<file path="src/rtl/sram_arbiter.sv">
// Two-master arbiter sharing one ext_sram stb/ack port between instruction fetch (port 0)
// and data load/store (port 1); one downstream transaction at a time, all outputs registered.
module sram_arbiter #(
  parameter int MAX_DATA_RUN = 4,
  parameter int CW           = 3
) (
  input  logic        clk,
  input  logic        reset,
  input  logic        i0_stb,
  input  logic        i0_rw,
  input  logic [31:0] i0_addr,
  input  logic [31:0] i0_dtw,
  output logic        i0_ack,
  output logic [31:0] i0_dtr,
  input  logic        i1_stb,
  input  logic        i1_rw,
  input  logic [31:0] i1_addr,
  input  logic [31:0] i1_dtw,
  output logic        i1_ack,
  output logic [31:0] i1_dtr,
  output logic        m_stb,
  output logic        m_rw,
  output logic [31:0] m_addr,
  output logic [31:0] m_dtw,
  input  logic        m_ack,
  input  logic [31:0] m_dtr,
  output logic        grant,
  output logic        busy
);

  typedef enum logic [1:0] {IDLE, ISSUE, WAIT, DONE} state_t;

  localparam logic [CW-1:0] RUN_MAX = CW'(MAX_DATA_RUN);

  state_t        r_state, w_state;
  logic [CW-1:0] r_run, w_run;
  logic          r_m_stb, w_m_stb;
  logic          r_m_rw, w_m_rw;
  logic [31:0]   r_m_addr, w_m_addr;
  logic [31:0]   r_m_dtw, w_m_dtw;
  logic          r_i0_ack, w_i0_ack;
  logic          r_i1_ack, w_i1_ack;
  logic [31:0]   r_i0_dtr, w_i0_dtr;
  logic [31:0]   r_i1_dtr, w_i1_dtr;
  logic          r_grant, w_grant;
  logic          r_busy, w_busy;
  logic          w_pick0;

  always_comb begin
    w_state  = r_state;
    w_run    = r_run;
    w_m_stb  = r_m_stb;
    w_m_rw   = r_m_rw;
    w_m_addr = r_m_addr;
    w_m_dtw  = r_m_dtw;
    w_i0_ack = r_i0_ack;
    w_i1_ack = r_i1_ack;
    w_i0_dtr = r_i0_dtr;
    w_i1_dtr = r_i1_dtr;
    w_grant  = r_grant;
    w_pick0  = 1'b0;
    case (r_state)
      IDLE: begin
        if (!i0_stb)
          w_run = '0;
        if (i0_stb || i1_stb) begin
          // Data port wins by default; fetch wins when alone or once the data run has saturated.
          w_pick0 = i0_stb && (!i1_stb || (r_run == RUN_MAX));
          if (w_pick0) begin
            w_grant  = 1'b0;
            w_m_rw   = i0_rw;
            w_m_addr = i0_addr;
            w_m_dtw  = i0_dtw;
            w_run    = '0;
          end else begin
            w_grant  = 1'b1;
            w_m_rw   = i1_rw;
            w_m_addr = i1_addr;
            w_m_dtw  = i1_dtw;
            if (i0_stb && (r_run != RUN_MAX))
              w_run = r_run + CW'(1);
          end
          w_m_stb = 1'b1;
          w_state = ISSUE;
        end
      end
      ISSUE: begin
        w_m_stb = 1'b0;
        w_state = WAIT;
      end
      WAIT: begin
        if (m_ack) begin
          if (r_grant) begin
            w_i1_dtr = m_dtr;
            w_i1_ack = 1'b1;
          end else begin
            w_i0_dtr = m_dtr;
            w_i0_ack = 1'b1;
          end
          w_state = DONE;
        end
      end
      DONE: begin
        w_i0_ack = 1'b0;
        w_i1_ack = 1'b0;
        w_state  = IDLE;
      end
      default: w_state = IDLE;
    endcase
    w_busy = (w_state != IDLE);
  end

  always_ff @(posedge clk) begin
    if (reset) begin
      r_state  <= IDLE;
      r_run    <= '0;
      r_m_stb  <= 1'b0;
      r_m_rw   <= 1'b0;
      r_m_addr <= '0;
      r_m_dtw  <= '0;
      r_i0_ack <= 1'b0;
      r_i1_ack <= 1'b0;
      r_i0_dtr <= '0;
      r_i1_dtr <= '0;
      r_grant  <= 1'b0;
      r_busy   <= 1'b0;
    end else begin
      r_state  <= w_state;
      r_run    <= w_run;
      r_m_stb  <= w_m_stb;
      r_m_rw   <= w_m_rw;
      r_m_addr <= w_m_addr;
      r_m_dtw  <= w_m_dtw;
      r_i0_ack <= w_i0_ack;
      r_i1_ack <= w_i1_ack;
      r_i0_dtr <= w_i0_dtr;
      r_i1_dtr <= w_i1_dtr;
      r_grant  <= w_grant;
      r_busy   <= w_busy;
    end
  end

  assign m_stb  = r_m_stb;
  assign m_rw   = r_m_rw;
  assign m_addr = r_m_addr;
  assign m_dtw  = r_m_dtw;
  assign i0_ack = r_i0_ack;
  assign i1_ack = r_i1_ack;
  assign i0_dtr = r_i0_dtr;
  assign i1_dtr = r_i1_dtr;
  assign grant  = r_grant;
  assign busy   = r_busy;

endmodule

</file>
<file path="config.mk">
export PLATFORM = sky130hd
export DESIGN_NAME = sram_arbiter
export DESIGN_NICKNAME = d
export VERILOG_FILES = /design/src/rtl/sram_arbiter.sv
export SDC_FILE = /design/constraint.sdc
export NUM_CORES = 1
export LEC_CHECK = 0
export ABC_CLOCK_PERIOD_IN_PS = 3400
export BUFFER_PORTS_ARGS = -buffer_cell sky130_fd_sc_hd__buf_2
export CAP_MARGIN = 20
export CORE_MARGIN = 2
export CORE_UTILIZATION = 25
export CTS_BUF_LIST = sky130_fd_sc_hd__clkbuf_2
export DETAILED_ROUTE_END_ITERATION = 10
export GPL_ROUTABILITY_DRIVEN = 1
export PLACE_DENSITY = 0.51
export SETUP_SLACK_MARGIN = 0.2
export SLEW_MARGIN = 20
export SYNTH_ARGS = -nofsm -noshare
export SYNTH_HDL_FRONTEND = slang
export SYNTH_SLANG_ARGS = --single-unit
</file>
<file path="constraint.sdc">
create_clock -name clk -period 3.4 [get_ports clk]
set_clock_uncertainty 0.05 [all_clocks]
set_input_delay 0.17 -clock clk [delete_from_list [all_inputs] [get_ports clk]]
set_output_delay 0.17 -clock clk [all_outputs]
set_load 0.1 [all_outputs]
</file>
Word level (Yosys, flattened, before mapping):

Index checks and enable logic that the tools add are counted.

* flip-flop bits (word level): 139
* bits in latches: 0
* bits in writable memories: 0
* memory bits (read-only): 0
* input port bits: 167
* memories kept: 0

* $add $sub $neg: 1
* multiply operators: 0
* div/mod/pow operators: 0
* order comparisons: 0
* equality and inequality tests: 9
* shift-type cells: 0
* mux-type cells: 19
* bitwise logic cells: 1
* reductions and logical operators: 15

Operators by type and width (count)
* 2-to-1 mux 32 bit: 2
* 2-to-1 mux 3 bit: 4
* AND reduction 3 bit: 4
* inequality test 2 bit (second input constant): 4
* one-hot mux 2 bit (4 select lines): 1
* 2-to-1 mux 1 bit: 7
* one-hot mux 1 bit (2 select lines): 3
* nonzero test 2 bit: 3
* == test 2 bit (second input constant): 2
* 2-to-1 mux 2 bit: 2
* AND reduction 2 bit: 2
* adder 3 x 1 -> 3 bit (second input constant): 1
* == test 3 bit (second input constant): 1
* inequality test 3 bit (second input constant): 1
* == test 2 x 1 -> 1 bit (second input constant): 1
* logical AND 1 bit: 2
* logical NOT 2 bit: 1
* logical OR 1 bit: 2
* logical NOT 1 bit: 1
* inverter 1 bit: 1

Longest topological paths before layout:

Gate-level depths: netlist of the first run.

* word-level depth: 5
* gate-level depth with buffers: 7
* mapped depth without buffers: 5

Least setup slack after synthesis of the first run:

OpenSTA, ideal clock, no wires.

* path type: reg-to-reg
* from: reg r_grant (netlist: grant)
* to: reg r_i0_dtr[25] (netlist: i0_dtr[25])
* arrival time: 1.909 ns
* slack: 1.371 ns
* cell stages (with the launch flop): 6
* path buffers: 2
* clock period less this slack: 2.029 ns
* path through: dfxtp_1 -> nand4bb_1 -> clkbuf_1 -> clkbuf_1 -> nand2_1 -> a21oi_1

* cells in the longest elaborated chain, start to end: 2

RTL lines
* start, declared: line 45 `logic r_grant, w_grant;`
* start signal, assigned: line 138 `r_grant <= w_grant;`
* inverter 1 bit (no source line)
* AND reduction 3 bit (no source line)
* end signal, assigned: line 136 `r_i0_dtr <= w_i0_dtr;`
* end, declared: line 43 `logic [31:0] r_i0_dtr, w_i0_dtr;`

No other way between the ends.
A chain may end at the register's enable or synchronous reset.

Worst setup path in the final report of the first run:

* from: reg r_state[1]
* to: reg r_m_dtw[10] (netlist: m_dtw[10])

* cells in the longest elaborated chain, start to end: 2

RTL lines
* start, declared: line 35 `state_t r_state, w_state;`
* start signal, assigned: line 128 `r_state <= w_state;`
* logical NOT 2 bit: line 62 `case (r_state)`
* AND reduction 2 bit (no source line)
* end signal, assigned: line 133 `r_m_dtw <= w_m_dtw;`
* end, declared: line 40 `logic [31:0] r_m_dtw, w_m_dtw;`

No other way between the ends.

==> results of run 1 <==
-- sequential cells by signal (all words and copies together), names as in the netlist --
| name | flops |
|---|---|
| i0_ack | 1 |
| r_run | 3 |
| m_dtw | 32 |
| m_rw | 1 |
| i1_dtr | 32 |
| m_addr | 32 |
| busy | 1 |
| i1_ack | 1 |
| m_stb | 1 |
| grant | 1 |
| r_state | 2 |
| i0_dtr | 32 |
-- stage by stage --
step | worst slack [ns] | util (%) | instance area [um^2] | std cells | hold WS (ns)
5_1_grt | 0.252 | 40.6 | 9880 | 1479 | 0.0344
2_1_floorplan | 1.37 | - | 6200 | 730 | 0.256
3_3_place_gp | 1.22 | 32.3 | 7860 | 1272 | 0.377
3_5_place_dp | 1.13 | 32.3 | 7860 | 1272 | 0.380
6_report | 0.472 | 40.6 | 9880 | 1479 | 0.164
4_1_cts | 0.548 | 40.6 | 9880 | 1478 | 0.0639
-- worst max-delay path by stage --
stage                          start         end  slack [ns]
after CTS                 r_state[1]  m_addr[22]        0.55
after global placement      r_run[0]  m_addr[18]        1.22
after floorplan                grant  i0_dtr[25]        1.37
final                     r_state[1]   m_dtw[10]        0.47
after global routing      r_state[1]  m_addr[25]        0.25
after detailed placement  r_state[1]  m_addr[28]        1.13
-- power by group --
group	switching (W)	leakage [nW]	internal, W
registers	0.000113	1.14	0.00181
clock network	0.000715	0.160	0.000427
logic	0.00192	2.83	0.000668
-- cell usage in the layout (no fill, tap or decap), drive strengths merged, types with 2 or more instances in the layout --
master       instances
o21ai                2
ha                   2
a2111oi             65
buf                316
bufinv               3
inv                 11
a31oi                2
a211oi               2
or2                  2
nor4bb               3
clkinv               3
clkbuf              17
nor2                 4
nand3                2
nand2              131
dfxtp              139
nor4b               65
dlygate4sd3        175
a21oi              135
nor4                65
-- kinds of logic after synthesis --
| kind of cell | count (synthesis) | share of synthesized area [%] |
|---|---|---|
| simple gates | 276 | 25.4 |
| compound gates | 210 | 21.4 |
| flops | 139 | 44.9 |
| buf+inv | 102 | 7.79 |
| fa+ha+maj | 2 | 0.403 |
| xor+xnor | 1 | 0.141 |
-- final cells by class --
type,count,area (um^2)
Sequential cell,139,2780
Clock inverter,14,183
Timing Repair Buffer,491,3430
Clock buffer,17,85.1
Multi-Input combinational cell,489,2980
Fill cell,2503,14400
Inverter,4,15.0
Tap cell,324,405
Antenna cell,1,2.50
-- layer usage --
layer | track usage (%) | vias to the layer above | wire length, um
met5 | 0 | - | 13
met2 | 31.8 | 333 | 11800
met3 | 5.68 | 37 | 2000
met4 | 5.93 | 2 | 552
met1 | 23.4 | 3507 | 11100
li1 | - | 3574 | -
-- critical path: stages, from the launching register on --
cell and delay [ns]:
dfxtp_1 0.70, or2_4 0.61, buf_12 0.37, a2111oi_0 0.13, nor4_1 0.36, dlygate4sd3_1 0.59
-- timing repair --
action,in CTS,in global routing
endpoints found under the hold margin,136,0
hold buffers,175,0
gates resized for setup,0,0
==> metrics.yaml, run 1 <==
r2r_end: "m_dtw[10]"
maxCapViolCount: 0
yosysUniqueCellTypes: 31
die_h_um: 162
initial_core_util_pct: 25.5
routedWlPerCell_um: 17.2
syn_nets: 899
clkTransAtPathRegs_ns: 0.27
worstSetupPathType: "register to register"
max_slew_margin_pct: 44.5
crit_path_end_kind: "register"
arrival_ns: 3.49
hp-start: "m_dtr[24]"
fmax_mhz: 342
synth_top_area_share_pct: 44.9
rsz0062_at_grt: "no"
viasPerCell: 5.04
cts_max_level: 4
synth_top_cell_by_area: "dfxtp_1"
gp_congestion: 0.775
r2r_cells: 5
cts_made_buffers: 17
grt_overflow: 0
synth_edf_count: 0
finalSetupTns_ns: 0
finalHoldViolations: 0
totalWireLength_um: 25500
ys_warn_count: 0
vdd_drop_max_mv: 0.317
nets: 1311
drtAntennaViolNets: 0
synth_area_um2: 6200
synth_common_cells: "139 x dfxtp_1, 135 x a21oi_1, 131 x nand2_1"
yosysMostFrequentCell: "dfxtp_1"
p_per_area_nw_per_um2: 572
holdPathStages: 4
ys_ff_latch: 139
holdPathEnd: "i1_dtr[24]"
core_um2: 24300
hp-class: "primary input to register"
netlist_instances: 730
dieArea_um2: 26100
synthFlopType: "dfxtp_1"
leakage_nw: 4.13
ys_seq_area_share_pct: 44.9
grt.total_usage_pct: 19.0
syn_avg_cell_area_um2: 8.50
worst_slew_pin_slew_ns: 0.832
grt_pass1_wl_um: 39500
r2r_slack_ns: 0.47
clk_latency_ns: 0.67
port_buffers: 300
num_rows: 57
antenna_found_initial: 2
status: "finished clean"
setup_violations: 0
synthArstFlopShare_pct: 0
grt_pass1_vias: 7353
dr.pass1.iters: 5
cts.root.buffer_cell: "clkbuf_2"
slew_viol_final: 0
regToRegStartpoint: "r_state[1]"
power.total_w: 0.00566
post-route-period-util_pct: 86.1
required_ns: 3.96
vias: 7453
ioPinCount: 301
area_growth_pct: 59.3
cp-start-kind: "register"
die_w_um: 162
drc: 0
cts.sinks: 139
grt_max_degree: 95
period_needed_ns: 2.93
crit_path_max_fanout: 78
dpl.hpwl_um: 15000
synth_area_leaders: "dfxtp_1 45%, a21oi_1 11%, nor4b_1 9.2%"
postCtsSetupRepairBufs: 0
layout-drive-gt1-share_pct: 30.8
drt-initial-drc-count: 656
cts_buffer_depth: 2
tritoncts: "built"
No activity file was read; power rests on OpenSTA's default activity.
==> run 2, diff against run 1 <==
--- a/config.mk
+++ b/config.mk
@@ -5,7 +5,7 @@
 export SDC_FILE = /design/constraint.sdc
 export NUM_CORES = 1
 export LEC_CHECK = 0
-export ABC_CLOCK_PERIOD_IN_PS = 3400
+export ABC_CLOCK_PERIOD_IN_PS = 2900
 export BUFFER_PORTS_ARGS = -buffer_cell sky130_fd_sc_hd__buf_2
 export CAP_MARGIN = 20
 export CORE_MARGIN = 2
==> constraint.sdc (replaced) <==
create_clock -name clk -period 2.9 [get_ports clk]
set_clock_uncertainty 0.05 [all_clocks]
set_input_delay 0.725 -clock clk [delete_from_list [all_inputs] [get_ports clk]]
set_output_delay 0.725 -clock clk [all_outputs]
set_load 0.1 [all_outputs]
==> run 2 against run 1 <==
- die area unchanged
- sequential cell count stayed put
- hold slack improved by 0.030 ns
- critical path depth shrank 4
- total power grew 10%
- critical endpoint is now grant
- largest cell class is now multi-input gates
- highest routed layer unchanged
==> metrics.yaml, run 2 (same netlist as run 1, synthesis figures left out) <==
status: "finished clean"
worstSetupPathType: "register to output pin"
vias: 6721
drtAntennaViolNets: 0
max_stage_delay_ns: 0.54
clk_latency_ns: 0.66
drt-initial-drc-count: 514
crit_path_end_kind: "output pin"
antenna_found_initial: 4
cts.root.buffer_cell: "clkbuf_2"
cts.sinks: 139
worst_slew_pin_slew_ns: 0.568
critPathBufInv: 1
nets: 1140
viasPerCell: 5.13
slew_viol_final: 0
dpl.hpwl_um: 15200
cp_num_cells: 1
rsz0062_at_grt: "no"
final_cell_mix: "298 x buf_2, 139 x dfxtp_1, 135 x a21oi_1"
totalWireLength_um: 23500
cts_made_buffers: 17
grt_pass1_wl_um: 36500
clkTransAtPathRegs_ns: 0.25
p_per_area_nw_per_um2: 764
initial_core_util_pct: 25.5
ctsResizeCount: 0
hp-class: "primary input to register"
hold_ws_ns: 0.194
r2r_cells: 4
port_buffers: 300
layout-drive-gt1-share_pct: 36.6
routedWlPerCell_um: 17.9
finalSetupTns_ns: 0
leakage_nw: 3.29
area_growth_pct: 31.9
grt_max_degree: 91
crit_path_max_fanout: 8
setup_violations: 0
drc: 0
worst_path_max_delay_cell: "dfxtp_1"
arrival_ns: 1.68
power.total_w: 0.00625
crit_family: "flip-flops"
maxCapViolCount: 0
cts_max_level: 4
required_ns: 2.12
die_w_um: 162
cts_hold_buffers: 0
ioPinCount: 301
period_needed_ns: 2.45
fmax_mhz: 407
vdd_drop_max_mv: 0.261
post-route-period-util_pct: 84.6
core_um2: 24300
dr.pass1.iters: 4
grt_pass1_vias: 6399
dieArea_um2: 26100
grt_overflow: 0
cp-start-kind: "register"
tritoncts: "built"
grt.total_usage_pct: 17.4
max_slew_margin_pct: 62.1
holdPathStages: 3
finalHoldViolations: 0
postCtsSetupRepairBufs: 0
num_rows: 57
crit_chain: "buf_2"
cts_buffer_depth: 2
gp_congestion: 0.829
die_h_um: 162
mostFrequentLayoutCell: "buf_2"
==> run 2: worst paths after layout <==
path | start | end | slack [ns]
worst max-delay path | grant | grant | 0.45
worst min-delay path | m_dtr[15] | i0_dtr[15] | 0.19
worst max register to register | r_state[1] | m_dtw[28] | 0.75
worst min register to register | i0_dtr[24] | i0_dtr[24] | 0.42
==> run 2: worst reg2reg max path: cells and delay by family (launching register included) <==
kind	cells	cell delay, ns
simple gates	2	0.89
flops	1	0.70
buf+inv	1	0.30
compound gates	1	0.12
==> run 2: layer usage <==
metal,GRT usage (%),share of wire (%)
met5,0,0.12
met4,5.40,1.7
met2,27.4,45
met1,22.6,45
met3,5.80,8.5
==> run 2: metrics by stage <==
| step | area [um^2] | setup WS [ns] | utilization [%] | instances |
|---|---|---|---|---|
| 3_5_place_dp | 7920 | 0.671 | 32.5 | 1276 |
| 6_report | 8180 | 0.446 | 33.6 | 1309 |
| 4_1_cts | 8170 | 0.299 | 33.6 | 1307 |
| 3_3_place_gp | 7920 | 0.720 | 32.5 | 1276 |
| 5_1_grt | 8180 | 0.252 | 33.6 | 1309 |
| 2_1_floorplan | 6200 | 0.871 | - | 730 |
==> run 2: power breakdown <==
| part | total (W) | switching (W) | internal [W] |
|---|---|---|---|
| Clock | 0.00129 | 0.000807 | 0.000486 |
| Sequential | 0.00225 | 0.000131 | 0.00212 |
| Combinational | 0.00270 | 0.00218 | 0.000524 |
| Total | 0.00625 | 0.00311 | 0.00313 |
==> run 2: cell type report <==
type	count	area (um^2)
Tap cell	324	405
Sequential cell	139	2780
Fill cell	2655	16100
Timing Repair Buffer	320	1730
Clock inverter	13	168
Antenna cell	2	5.00
Clock buffer	18	90.1
Inverter	4	15.0
Multi-Input combinational cell	489	2980
==> run 3, diff against run 2 <==
--- a/config.mk
+++ b/config.mk
@@ -5,7 +5,7 @@
 export SDC_FILE = /design/constraint.sdc
 export NUM_CORES = 1
 export LEC_CHECK = 0
-export ABC_CLOCK_PERIOD_IN_PS = 2900
+export ABC_CLOCK_PERIOD_IN_PS = 2300
 export BUFFER_PORTS_ARGS = -buffer_cell sky130_fd_sc_hd__buf_2
 export CAP_MARGIN = 20
 export CORE_MARGIN = 2
==> constraint.sdc (replaced) <==
create_clock -name clk -period 2.3 [get_ports clk]
set_clock_uncertainty 0.05 [all_clocks]
set_input_delay 0.575 -clock clk [delete_from_list [all_inputs] [get_ports clk]]
set_output_delay 0.575 -clock clk [all_outputs]
set_load 0.1 [all_outputs]
==> run 3 against run 2 <==
- clock power grew 23%
- utilization grew 6.7 points
- sequential share of layout area is 4.8 points lower
- first-iteration DRC count down 5.6%
- non-clock buffer count grew 42
- routed wire length rose by 3.1%
- largest power group unchanged
- sequential power rose by 30%
- combinational power grew 47%
- register-to-register slack lost 0.46 ns
- final area up 20%
- critical path type is now register to register
- global-route usage is 0.35 points higher
==> metrics.yaml, run 3 (same netlist as run 1, synthesis figures left out) <==
rsz0062_at_grt: "yes"
max_slew_margin_pct: 62.1
crit_path_max_fanout: 39
period_needed_ns: 2.01
cts_buffer_depth: 2
clk_latency_ns: 0.66
p_per_area_nw_per_um2: 865
finalSetupTns_ns: 0
crit_chain: "inv_1 > ha_1 > a21bo_2 > buf_4 > a2111oi_0 > nor4_1"
gp_congestion: 0.809
mostFrequentLayoutCell: "buf_2"
grt_pass1_wl_um: 37100
die_w_um: 162
r2r_cells: 6
grt_overflow: 0
r2r_end: "m_dtw[10]"
postCtsSetupRepairBufs: 0
worst_path_max_delay_cell: "a2111oi_0"
r2r_slack_ns: 0.29
arrival_ns: 2.54
drt-initial-drc-count: 485
holdPathStages: 2
holdPathEnd: "grant"
dieArea_um2: 26100
status: "finished clean"
slew_viol_final: 0
leakage_nw: 3.71
worst_slew_pin_slew_ns: 0.562
drtAntennaViolNets: 0
finalHoldViolations: 0
max_stage_delay_ns: 0.53
clkTransAtPathRegs_ns: 0.24
ioPinCount: 301
grt_pass1_vias: 6814
setup_violations: 0
grt_max_degree: 73
die_h_um: 162
core_um2: 24300
cts_made_buffers: 17
cts_max_level: 4
port_buffers: 300
nets: 1182
initial_core_util_pct: 25.5
grt.total_usage_pct: 17.8
num_rows: 57
tritoncts: "built"
regToRegStartpoint: "r_run[0]"
cts.root.buffer_cell: "clkbuf_2"
area_growth_pct: 58.2
drc: 0
worstSetupPathType: "register to register"
crit_path_end_kind: "register"
layout-drive-gt1-share_pct: 42.0
hp-start: "i0_stb"
final_cell_mix: "164 x buf_2, 135 x a21oi_1, 131 x nand2_1"
vdd_drop_max_mv: 0.533
post-route-period-util_pct: 87.4
required_ns: 2.83
antenna_found_initial: 2
cts.sinks: 139
cp-start-kind: "register"
maxCapViolCount: 0
totalWireLength_um: 24200
dpl.hpwl_um: 15200
viasPerCell: 5.09
vias: 6875
fmax_mhz: 498
hp-class: "primary input to register"
dr.pass1.iters: 4
routedWlPerCell_um: 17.9
hold_ws_ns: 0.144
run 3: worst max path at each step:
stage                   from          to  slack [ns]
floorplan              grant  i0_dtr[25]        0.27
global placement      i1_stb  m_addr[10]        0.24
detailed placement    i1_stb  m_addr[10]        0.25
CTS                    grant       grant        0.12
global route           grant       grant        0.16
finish              r_run[0]   m_dtw[10]        0.29
run 3: metrics by stage:
| stage | cells | power [W] | setup slack (ns) | instance area (um^2) | utilization (%) |
|---|---|---|---|---|---|
| after CTS | 1350 | 0.00842 | 0.118 | 9400 | 38.7 |
| after detailed placement | 1286 | 0.00639 | 0.249 | 8050 | 33.1 |
| after floorplan | 730 | 0.00559 | 0.271 | 6200 | - |
| final | 1351 | 0.00849 | 0.290 | 9810 | 40.4 |
| after global routing | 1351 | 0.00891 | 0.160 | 9810 | 40.4 |
| after global placement | 1286 | 0.00640 | 0.236 | 8050 | 33.1 |
run 3: routing by layer:
| layer | vias up | global-route usage [%] | wire [um] |
|---|---|---|---|
| met2 | 288 | 29.7 | 11600 |
| met4 | 2 | 5.84 | 412 |
| met3 | 26 | 5.65 | 2030 |
| met5 | - | 0 | 13 |
| met1 | 3246 | 21.7 | 10200 |
| li1 | 3313 | - | - |
run 3: timing repair:
action,in CTS,in global routing
hold buffers,32,0
gates resized for setup,258,148
endpoints found under the hold margin,62,0
endpoints found under the setup margin,134,101
run 3: layout make-up:
type / instances / area [um^2]
fillers: 2467 / 14500
repair buffers: 362 / 3280
multi-input cells: 489 / 2990
flip-flops and latches: 139 / 2870
well taps: 324 / 405
clock inverters: 14 / 161
clock buffers: 18 / 90.1
inverters: 4 / 15.0
diodes: 1 / 2.50
run 3: report_power, final:
part	switching [W]	total, W	internal (W)	leakage, nW
clock	0.00105	0.00159	0.000530	0.144
combinational	0.00280	0.00398	0.00117	2.41
sequential	0.000225	0.00293	0.00270	1.16
total	0.00408	0.00849	0.00441	3.71
run 3: critical path: cells and delay by family (launching register included):
kind	cells	cell delay (ns)
fa+ha+maj	1	0.26
flops	1	0.40
compound gates	2	0.77
buf+inv	2	0.32
simple gates	1	0.12
